<file path="config.mk">
export PLATFORM = sky130hd
export DESIGN_NAME = sp1_stack_flat
export DESIGN_NICKNAME = d
export VERILOG_FILES = /design/src/rtl/sp1_stack_if.sv /design/src/rtl/sp1_stack.sv /design/src/flat_wrapper.sv
export SDC_FILE = /design/constraint.sdc
export NUM_CORES = 1
export LEC_CHECK = 0
export CORE_MARGIN = 8
export CORE_UTILIZATION = 37
export DETAILED_ROUTE_END_ITERATION = 12
export PLACE_DENSITY = 0.95
export SETUP_SLACK_MARGIN = 0.5
export SYNTH_ARGS = -nofsm -noshare
export SYNTH_HDL_FRONTEND = slang
export SYNTH_SLANG_ARGS = --single-unit
</file>
<file path="constraint.sdc">
create_clock -name clk -period 4 [get_ports clk]
set_input_delay 0.8 -clock clk [delete_from_list [all_inputs] [get_ports clk]]
set_output_delay 0.8 -clock clk [all_outputs]
set_load 0.02 [all_outputs]
</file>
<file path="src/rtl/sp1_stack_if.sv">
// Requester-side and RAM-side signal bundle shared by sp1_stack, sp1_ram wiring and the requester.
interface sp1_stack_if #(
    parameter int AW = 4,
    parameter int DW = 32
);
    logic          push;
    logic          pop;
    logic [DW-1:0] din;
    logic          ready;
    logic [DW-1:0] dout;
    logic          dout_vld;
    logic          full;
    logic          empty;
    logic [AW:0]   sp;
    logic [1:0]    err;
    logic          ram_cs;
    logic          ram_we;
    logic [AW-1:0] ram_adr;
    logic [DW-1:0] ram_din;
    logic [DW-1:0] ram_dout;

    modport master (
        output push, pop, din,
        input  ready, dout, dout_vld, full, empty, sp, err
    );

    modport slave (
        input  push, pop, din, ram_dout,
        output ready, dout, dout_vld, full, empty, sp, err,
        output ram_cs, ram_we, ram_adr, ram_din
    );
endinterface

</file>
<file path="src/rtl/sp1_stack.sv">


module sp1_stack #(
    parameter int AW = 4,
    parameter int DW = 32,
    parameter int DS = 16
) (
    input  logic           clk,
    input  logic           rst,
    sp1_stack_if.slave     stk
);
    typedef enum logic {S_IDLE, S_POP_WAIT} state_t;

    localparam logic [AW:0]   SP_ONE  = (AW+1)'(1);
    localparam logic [AW:0]   SP_FULL = (AW+1)'(DS);
    localparam logic [AW-1:0] ADR_ONE = AW'(1);

    state_t        state_q, state_d;
    logic [AW:0]   sp_q, sp_d;
    logic [DW-1:0] dout_q, dout_d;
    logic          dout_vld_q, dout_vld_d;
    logic          full, empty, ready;

    assign full  = (sp_q == SP_FULL);
    assign empty = (sp_q == '0);
    assign ready = (state_q == S_IDLE);

    always_comb begin
        state_d     = state_q;
        sp_d        = sp_q;
        dout_d      = dout_q;
        dout_vld_d  = 1'b0;
        stk.ram_cs  = 1'b0;
        stk.ram_we  = 1'b0;
        stk.ram_adr = '0;
        stk.ram_din = stk.din;
        case (state_q)
            S_IDLE: begin
                // Push wins a simultaneous push/pop; the requester keeps pop asserted.
                if (stk.push) begin
                    if (!full) begin
                        stk.ram_cs  = 1'b1;
                        stk.ram_we  = 1'b1;
                        stk.ram_adr = sp_q[AW-1:0];
                        sp_d        = sp_q + SP_ONE;
                    end
                end else if (stk.pop && !empty) begin
                    stk.ram_cs  = 1'b1;
                    stk.ram_adr = sp_q[AW-1:0] - ADR_ONE;
                    sp_d        = sp_q - SP_ONE;
                    state_d     = S_POP_WAIT;
                end
            end
            S_POP_WAIT: begin
                dout_d     = stk.ram_dout;
                dout_vld_d = 1'b1;
                state_d    = S_IDLE;
            end
            default: state_d = S_IDLE;
        endcase
    end

    always_ff @(posedge clk or posedge rst) begin
        if (rst) begin
            state_q    <= S_IDLE;
            sp_q       <= '0;
            dout_q     <= '0;
            dout_vld_q <= 1'b0;
        end else begin
            state_q    <= state_d;
            sp_q       <= sp_d;
            dout_q     <= dout_d;
            dout_vld_q <= dout_vld_d;
        end
    end

`ifdef SP1_STACK_ERR_EN
    logic [1:0] err_q, err_d;

    always_comb begin
        err_d = err_q;
        if (ready && stk.push && full)               err_d[1] = 1'b1;
        if (ready && stk.pop && !stk.push && empty)  err_d[0] = 1'b1;
    end

    always_ff @(posedge clk or posedge rst) begin
        if (rst) err_q <= 2'b00;
        else     err_q <= err_d;
    end

    assign stk.err = err_q;
`else
    assign stk.err = 2'b00;
`endif

    assign stk.ready    = ready;
    assign stk.full     = full;
    assign stk.empty    = empty;
    assign stk.sp       = sp_q;
    assign stk.dout     = dout_q;
    assign stk.dout_vld = dout_vld_q;
endmodule
</file>
<file path="src/flat_wrapper.sv">
// flat-port wrapper written by rule: the top's interface ports become plain ports
module sp1_stack_flat 
#(
    parameter int AW = 4,
    parameter int DW = 32,
    parameter int DS = 16
)
  (clk, rst, stk_push, stk_pop, stk_din, stk_ram_dout, stk_ready, stk_dout, stk_dout_vld, stk_full, stk_empty, stk_sp, stk_err, stk_ram_cs, stk_ram_we, stk_ram_adr, stk_ram_din);
  sp1_stack_if #(.AW(AW), .DW(DW)) stk_i ();
  input  logic clk;
  input  logic rst;
  input wire logic [$bits(stk_i.push)-1:0] stk_push;
  input wire logic [$bits(stk_i.pop)-1:0] stk_pop;
  input wire logic [$bits(stk_i.din)-1:0] stk_din;
  input wire logic [$bits(stk_i.ram_dout)-1:0] stk_ram_dout;
  output wire logic [$bits(stk_i.ready)-1:0] stk_ready;
  output wire logic [$bits(stk_i.dout)-1:0] stk_dout;
  output wire logic [$bits(stk_i.dout_vld)-1:0] stk_dout_vld;
  output wire logic [$bits(stk_i.full)-1:0] stk_full;
  output wire logic [$bits(stk_i.empty)-1:0] stk_empty;
  output wire logic [$bits(stk_i.sp)-1:0] stk_sp;
  output wire logic [$bits(stk_i.err)-1:0] stk_err;
  output wire logic [$bits(stk_i.ram_cs)-1:0] stk_ram_cs;
  output wire logic [$bits(stk_i.ram_we)-1:0] stk_ram_we;
  output wire logic [$bits(stk_i.ram_adr)-1:0] stk_ram_adr;
  output wire logic [$bits(stk_i.ram_din)-1:0] stk_ram_din;
  assign stk_i.push = stk_push;
  assign stk_i.pop = stk_pop;
  assign stk_i.din = stk_din;
  assign stk_i.ram_dout = stk_ram_dout;
  assign stk_ready = stk_i.ready;
  assign stk_dout = stk_i.dout;
  assign stk_dout_vld = stk_i.dout_vld;
  assign stk_full = stk_i.full;
  assign stk_empty = stk_i.empty;
  assign stk_sp = stk_i.sp;
  assign stk_err = stk_i.err;
  assign stk_ram_cs = stk_i.ram_cs;
  assign stk_ram_we = stk_i.ram_we;
  assign stk_ram_adr = stk_i.ram_adr;
  assign stk_ram_din = stk_i.ram_din;
  sp1_stack #(.AW(AW), .DW(DW), .DS(DS)) u_core (.clk(clk), .rst(rst), .stk(stk_i));
endmodule
</file>
==> results of run 1 <==
layout make-up:
cell class	instances	area [um^2]
clock inverter	1	5.005
tap	70	87.58
inverter	8	30.03
clock buffer	6	82.58
fill	481	2394
timing repair buffer	85	845.8
sequential	39	975.9
multi-input combinational	70	719.4
layer usage:
layer / GRT usage [%] / part of all wire [%] / wire [um]
met2: 19.60 / 48 / 2243
met4: 5.287 / 1.5 / 69
met1: 13.44 / 40 / 1853
met3: 4.871 / 9.9 / 460
met5: 0 / 0 / 0
worst reg2reg max path, cell delays in order, from the launching register on:
cell and delay (ps):
dfrtp_1 470, inv_1 170, ha_1 230, and4bb_2 250, or3_4 370, nand2_4 130
mux2_4 300
synthesized netlist by cell type:
master / n
mux2_2: 33
o21ai_0: 1
inv_1: 8
buf_4: 34
or3_4: 1
nor2_1: 3
conb_1: 1
dfrtp_1: 39
a41oi_1: 1
a32oi_1: 1
o22ai_1: 1
mux2_4: 3
ha_1: 5
a21oi_1: 3
mux2i_1: 1
nor4_1: 1
a21o_1: 2
xnor2_1: 2
fa_1: 1
nor3_1: 1
nand4_4: 1
buf_1: 3
o31a_2: 1
xor2_1: 2
clkbuf_1: 1
nand4_1: 1
nand2_4: 1
or4b_4: 1
and4bb_2: 1
worst min path at each step:
stage / startpoint / to / slack [ps] / cells after the start
5_1_grt: u_core.stk.dout[9] / u_core.stk.dout[9] / 530 / 1
3_3_place_gp: u_core.stk.dout[27] / u_core.stk.dout[27] / 490 / 1
4_1_cts: u_core.stk.dout[2] / u_core.stk.dout[2] / 510 / 1
6_report: u_core.stk.dout[13] / u_core.stk.dout[13] / 510 / 1
2_1_floorplan: u_core.state_q / u_core.stk.dout_vld / 350 / 0
3_5_place_dp: u_core.stk.dout[13] / u_core.stk.dout[13] / 490 / 1
kinds of logic (layout without fill, tap and decap cells):
| logic type | count (synthesis) | count (layout) |
|---|---|---|
| and+or+nand+nor | 11 | 11 |
| xor gates and xnor gates | 4 | 4 |
| adders and majority gates | 6 | 6 |
| DFF | 39 | 39 |
| buffers and inverters | 46 | 100 |
| AOI/OAI and AO/OA | 10 | 10 |
| other | 1 | 2 |
| muxes | 37 | 37 |
power breakdown:
part	total (mW)	internal (mW)	switching, mW
sequential	0.621	0.516	0.104
combinational	0.875	0.475	0.399
clock	0.260	0.135	0.124
layout by cell type (no fill, tap or decap):
cell,count
mux2_4,3
or3_4,1
inv_1,8
a41oi_1,1
nor2_1,3
and4bb_2,1
clkdlybuf4s50_1,81
ha_1,5
nand2_4,1
dfrtp_1,39
o22ai_1,1
mux2_2,33
a21o_1,2
o21ai_0,1
xnor2_1,2
nand4_1,1
clkinv_2,1
nand4_4,1
fa_1,1
a32oi_1,1
nor3_1,1
xor2_1,2
o31a_2,1
buf_4,3
dlymetal6s2s_1,1
clkbuf_8,6
mux2i_1,1
a21oi_1,3
nor4_1,1
or4b_4,1
conb_1,2
flip-flops by register name, summed over array words and instances (netlist names):
signal               count
u_core.state_q           1
u_core.stk.dout_vld      1
u_core.stk.dout         32
u_core.stk.sp            5
timing repair:
item                       4_1_cts  5_1_grt
buffers inserted                 0        0
setup endpoints to repair        0        1
gates resized for setup          0        1
per-stage QoR:
stage | setup slack (ps) | hold WS (ps) | instances
CTS | 592.6 | 510.5 | 279
global route | 538.2 | 525.3 | 279
detailed placement | 616.1 | 494.4 | 272
finish | 598.0 | 505.5 | 279
floorplan | 1273 | 351.9 | 155
global placement | 634.3 | 487.2 | 272
==> run_results.csv, run 1 <==
group,metric,value,unit
worst_setup_path,r2r_start,"u_core.stk.sp[0]",
worst_setup_path,rrSetupSlack,1970,ps
pwr,power_density,639.0,mW/mm^2
global_routing,grt_first_pass_wirelength,7341,um
run_status,outcome,"finished, final reports clean",
route,vias,1315,
floorplan,row_count,26,
route,drc,0,
worst_setup_path,cp_slowest_cell,"clkdlybuf4s50_1",
logic_synthesis,ys_seq_area_share,48.99,%
layout,finalNetCount,283,
place,io_buffers,82,
timing,final_hold_viol_count,0,
global_routing,grt_pass1_vias,1441,
worst_setup_path,endpoint,"stk_ram_adr[1]",
pwr,p_leak,1.180,nW
worst_setup_path,path_max_fanout,4,
timing,rsz0062_at_grt,"no",
layout,synthToLayoutAreaGrowth,37.88,%
logic_synthesis,synth_fa_ha_area_share,4.146,%
timing,setup_viol,0,
place,place_area,0.002656,mm^2
timing,slew_violations,0,
logic_synthesis,synth_top_family_by_area,"multiplexers",
worst_hold_path,min_path_type,"reg -> reg",
worst_setup_path,r2r-end,"u_core.stk.sp[3]",
clocking,htree_levels,2,
floorplan,core,0.005140,mm^2
logic_synthesis,synth_mux_area_share,21.42,%
logic_synthesis,synthXorXnorAreaFrac,1.759,%
layout,diodes,0,
floorplan,die_height,89.37,um
layout,fin_util,53.43,%
clocking,clk_pin_slew,70,ps
timing,min_period,3402,ps
route,wl_per_cell,16.58,um
clocking,cts_buffers,5,
timing,skew,3.773,ps
clocking,clk_latency,280,ps
logic_synthesis,synthesis.area,0.001992,mm^2
worst_setup_path,critical_path.most_common_cell,"clkdlybuf4s50_1",
clocking,clockBufferDepth,2,
layout,layout-drive-gt1-share,24.88,%
timing,setup-tns-final,0,ps
worst_setup_path,critPathBufInv,3,
worst_setup_path,crit_cells,5,
layout,fin_area,0.002746,mm^2
clocking,cts_sinks,39,
worst_setup_path,cp_cell_sequence,"clkdlybuf4s50_1 -> inv_1 -> or3_4 -> o22ai_1 -> clkdlybuf4s50_1",
global_routing,grt_usage,11.99,%
logic_synthesis,synth.distinct_cells,29,
global_routing,antenna_found_initial,0,
timing,post-route-period-util,85.05,%
route,routed_wl,4627,um
worst_setup_path,critPathCaptureType,"primary output",
route,viasPerCell,4.713,
clocking,ctsHoldBuffers,0,
timing,worst_pin_slew,687.4,ps
logic_synthesis,yosys.area_share.simple,4.962,%
timing,fmax,293.9,MHz
logic_synthesis,synth_top_area_share,48.99,%
worst_setup_path,cp-startpoint,"stk_push",
logic_synthesis,synth_top_area_cell,"dfrtp_1",
clocking,cts_tree,"built",
worst_setup_path,slowest_delay,630,ps
logic_synthesis,synth_compound_area_share,3.455,%
pwr,power,1.755,mW
pwr,ir_worst_vdd,0.3662,mV
logic_synthesis,synth_cells,154,
floorplan,fp.dieW,89.37,um
worst_setup_path,cp-start-kind,"input port",
floorplan,pin_count,149,
route,first_pass_iters,4,
route,antenna_left,0,
global_routing,grt_max_degree,25,
worst_setup_path,cp.required,3200,ps
floorplan,initial_core_util,38.75,%
run,max-cap-violations,0,
clocking,cts_root_buf,"clkbuf_8",
worst_setup_path,cp.arrival,2600,ps
global_routing,grt_remaining_overflow,0,
worst_setup_path,cpLargestDelayFamily,"buffers and inverters",
logic_synthesis,syn-mean-instance-area,12.93,um^2
logic_synthesis,ys_top_cells_by_area,"dfrtp_1, mux2_2, buf_4",
timing,max_slew_margin,54.13,%
floorplan,dieArea,0.007987,mm^2
logic_synthesis,ys_ff_latch,39,
logic_synthesis,ys_warn_count,0,
place,dp_hpwl,3688,um
worst_setup_path,crit_type,"in -> out",
route,drt-initial-drc-count,7,
place,gp_congestion,0.7384,
worst_setup_path,reg2regPathDepth,6,
Note: power is estimated with default switching activity, not from simulation.
==> run 2, diff against run 1 <==
--- a/config.mk
+++ b/config.mk
@@ -8,6 +8,7 @@
 export CORE_MARGIN = 8
 export CORE_UTILIZATION = 37
 export DETAILED_ROUTE_END_ITERATION = 12
+export GPL_TIMING_DRIVEN = 0
 export PLACE_DENSITY = 0.95
 export SETUP_SLACK_MARGIN = 0.5
 export SYNTH_ARGS = -nofsm -noshare
==> run 2 against run 1 <==
Final cell count grew 25%. Register-to-register slack lost 20 ps. Sequential share of layout area shrank 6.3 points. Core utilization grew 12 points. Final area grew 22%. Via count grew 22%. Global-route usage grew 1.5 points. Count of clock-buffer cells in the layout is the same. Power grew 4.7%. Clock power grew 2%. Critical path type unchanged. Largest power group unchanged.
==> run_results.csv, run 2 (synthesis results as in run 1) <==
group,metric,value,unit
route,vias,1601,
route,viasPerCell,4.587,
clocking,clockBufferDepth,2,
worst_setup_path,slowest_delay,620,ps
timing,setup_viol,0,
global_routing,grt_pass1_vias,1774,
route,drc,0,
route,drt-initial-drc-count,17,
global_routing,grt_max_degree,40,
global_routing,antenna_found_initial,0,
pwr,switching_share,36.19,%
floorplan,dieArea,0.007987,mm^2
timing,worst_pin_slew,826.5,ps
timing,fmax,293.3,MHz
clocking,cts_tree,"built",
worst_setup_path,cp.arrival,2610,ps
pwr,intPower,1.172,mW
place,dp_hpwl,4513,um
pwr,p_switching,0.6647,mW
timing,post-route-period-util,85.23,%
timing,skew,4.949,ps
run_status,outcome,"finished, final reports clean",
pwr,ir_worst_vdd,0.3169,mV
timing,slew_violations,0,
pwr,power_density,550.2,mW/mm^2
run,max-cap-violations,0,
layout,n_fill_cell,417,
worst_setup_path,cp_slowest_cell,"clkdlybuf4s50_1",
layout,diodes,0,
worst_setup_path,path_max_fanout,6,
global_routing,grt_remaining_overflow,0,
pwr,seq_power_share,33.6,%
timing,setup-tns-final,0,ps
timing,max_slew_margin,44.82,%
pwr,power_frac_clock,14.4,%
clocking,clk_latency,280,ps
layout,final_cell_mix,"clkdlybuf4s50_1, dfrtp_1, buf_4",
clocking,cts_sinks,39,
clocking,cts_buffers,5,
layout,finalNetCount,353,
place,io_buffers,114,
worst_setup_path,cp_cell_sequence,"clkdlybuf4s50_1 -> clkinvlp_4 -> nor3_1 -> a41oi_1 -> nor2_1 -> clkdlybuf4s50_1",
layout,layout-drive-gt1-share,31.54,%
pwr,p_comb_share,52.0,%
route,first_pass_iters,4,
clocking,cts_root_buf,"clkbuf_8",
worst_hold_path,min_path_type,"reg -> reg",
route,routed_wl,5666,um
floorplan,initial_core_util,38.75,%
floorplan,core,0.005140,mm^2
floorplan,pin_count,149,
layout,layout_commonest_cell,"clkdlybuf4s50_1",
worst_setup_path,cp.required,3200,ps
route,wl_per_cell,16.23,um
layout,largest_reg_flops,32,
layout,synthToLayoutAreaGrowth,67.59,%
clocking,htree_levels,2,
worst_setup_path,r2r_start,"u_core.stk.sp[0]",
layout,multiInputGateArea,719.4,um^2
global_routing,grt_first_pass_wirelength,8321,um
worst_setup_path,cp-startpoint,"stk_push",
worst_setup_path,critPathCaptureType,"primary output",
global_routing,grt_usage,13.45,%
worst_hold_path,min_from,"u_core.state_q",
floorplan,row_count,26,
worst_setup_path,crit_type,"in -> out",
worst_setup_path,cp-start-kind,"input port",
floorplan,die_height,89.37,um
timing,final_hold_viol_count,0,
timing,min_period,3409,ps
place,gp_congestion,0.7471,
floorplan,fp.dieW,89.37,um
worst_setup_path,critical_path.most_common_cell,"clkdlybuf4s50_1",
pwr,p_leak,1.470,nW
layout,seq_area,975.9,um^2
clocking,clk_pin_slew,80,ps
route,antenna_left,0,
pwr,power,1.837,mW
timing,rsz0062_at_grt,"no",
==> run 2: cell types whose count changed in the layout (fill, tap and decap cells not counted), sizes merged <==
cell           change
clkdlybuf4s50     +30
inv                -1
clkinvlp           +1
dlygate4sd2        +2
buf               +37
clkbuf             +1
==> run 2: cell type report <==
class	instances	share of cell area [%]
Buffer	38	8.096
Clock buffer	6	2.474
Clock inverter	1	0.1499
Inverter	8	1.012
Multi-Input combinational cell	70	21.55
Sequential cell	39	29.24
Tap cell	70	2.624
Timing Repair Buffer	117	34.86
==> run 2: metrics by stage <==
step	util, %	instance area, um^2	setup WS, ps	hold slack [ps]	std cells
2_1_floorplan	-	1996	1273	351.9	155
3_3_place_gp	62.73	3224	448.5	356.8	339
3_5_place_dp	62.73	3224	434.5	360.8	339
4_1_cts	64.39	3309	534.1	377.6	346
5_1_grt	64.95	3338	481.8	400.5	349
6_report	64.95	3338	590.8	381.5	349
==> run 2: path summary, 6_finish.rpt <==
| path | cells past startpoint | end | slack, ps |
|---|---|---|---|
| max | 6 | stk_ram_adr[0] | 590 |
| min | 0 | u_core.stk.dout_vld | 380 |
| max reg2reg | 6 | u_core.stk.sp[1] | 1950 |
| min reg2reg | 0 | u_core.stk.dout_vld | 380 |
| max in group asynchronous | 2 | u_core.stk.dout[28] | 2480 |
| min in group asynchronous | 2 | u_core.stk.dout[19] | 1000 |
==> run 2: timing repair <==
| action | in CTS | in global routing |
|---|---|---|
| hold buffers | 0 | 0 |
| pin swaps | 0 | 0 |
| endpoints found under the setup margin | 2 | 2 |
| gates resized for setup | 2 | 2 |
| buffers inserted | 0 | 3 |
==> run 2: routing by layer <==
metal	GRT usage [%]	vias up	part of all wire, %
met2	23.57	96	50
met5	0	-	0
li1	-	736	-
met3	7.261	6	13
met4	3.474	0	0.71
met1	13.58	763	37
==> run 2: power groups by stage <==
| stage | registers, mW | clock network, mW | logic (mW) |
|---|---|---|---|
| finish | 0.617 | 0.264 | 0.955 |
| global route | 0.640 | 0.294 | 1.02 |
| global placement | 0.614 | 0 | 0.946 |
| CTS | 0.616 | 0.278 | 0.963 |
| detailed placement | 0.625 | 0 | 0.963 |
| floorplan | 0.759 | 0 | 0.389 |
==> run 2: worst max-delay path: cells and delay by family <==
kind	cells	cell delay (ps)
and+or+nand+nor	2	330
buffers and inverters	3	1410
AOI/OAI and AO/OA	1	70
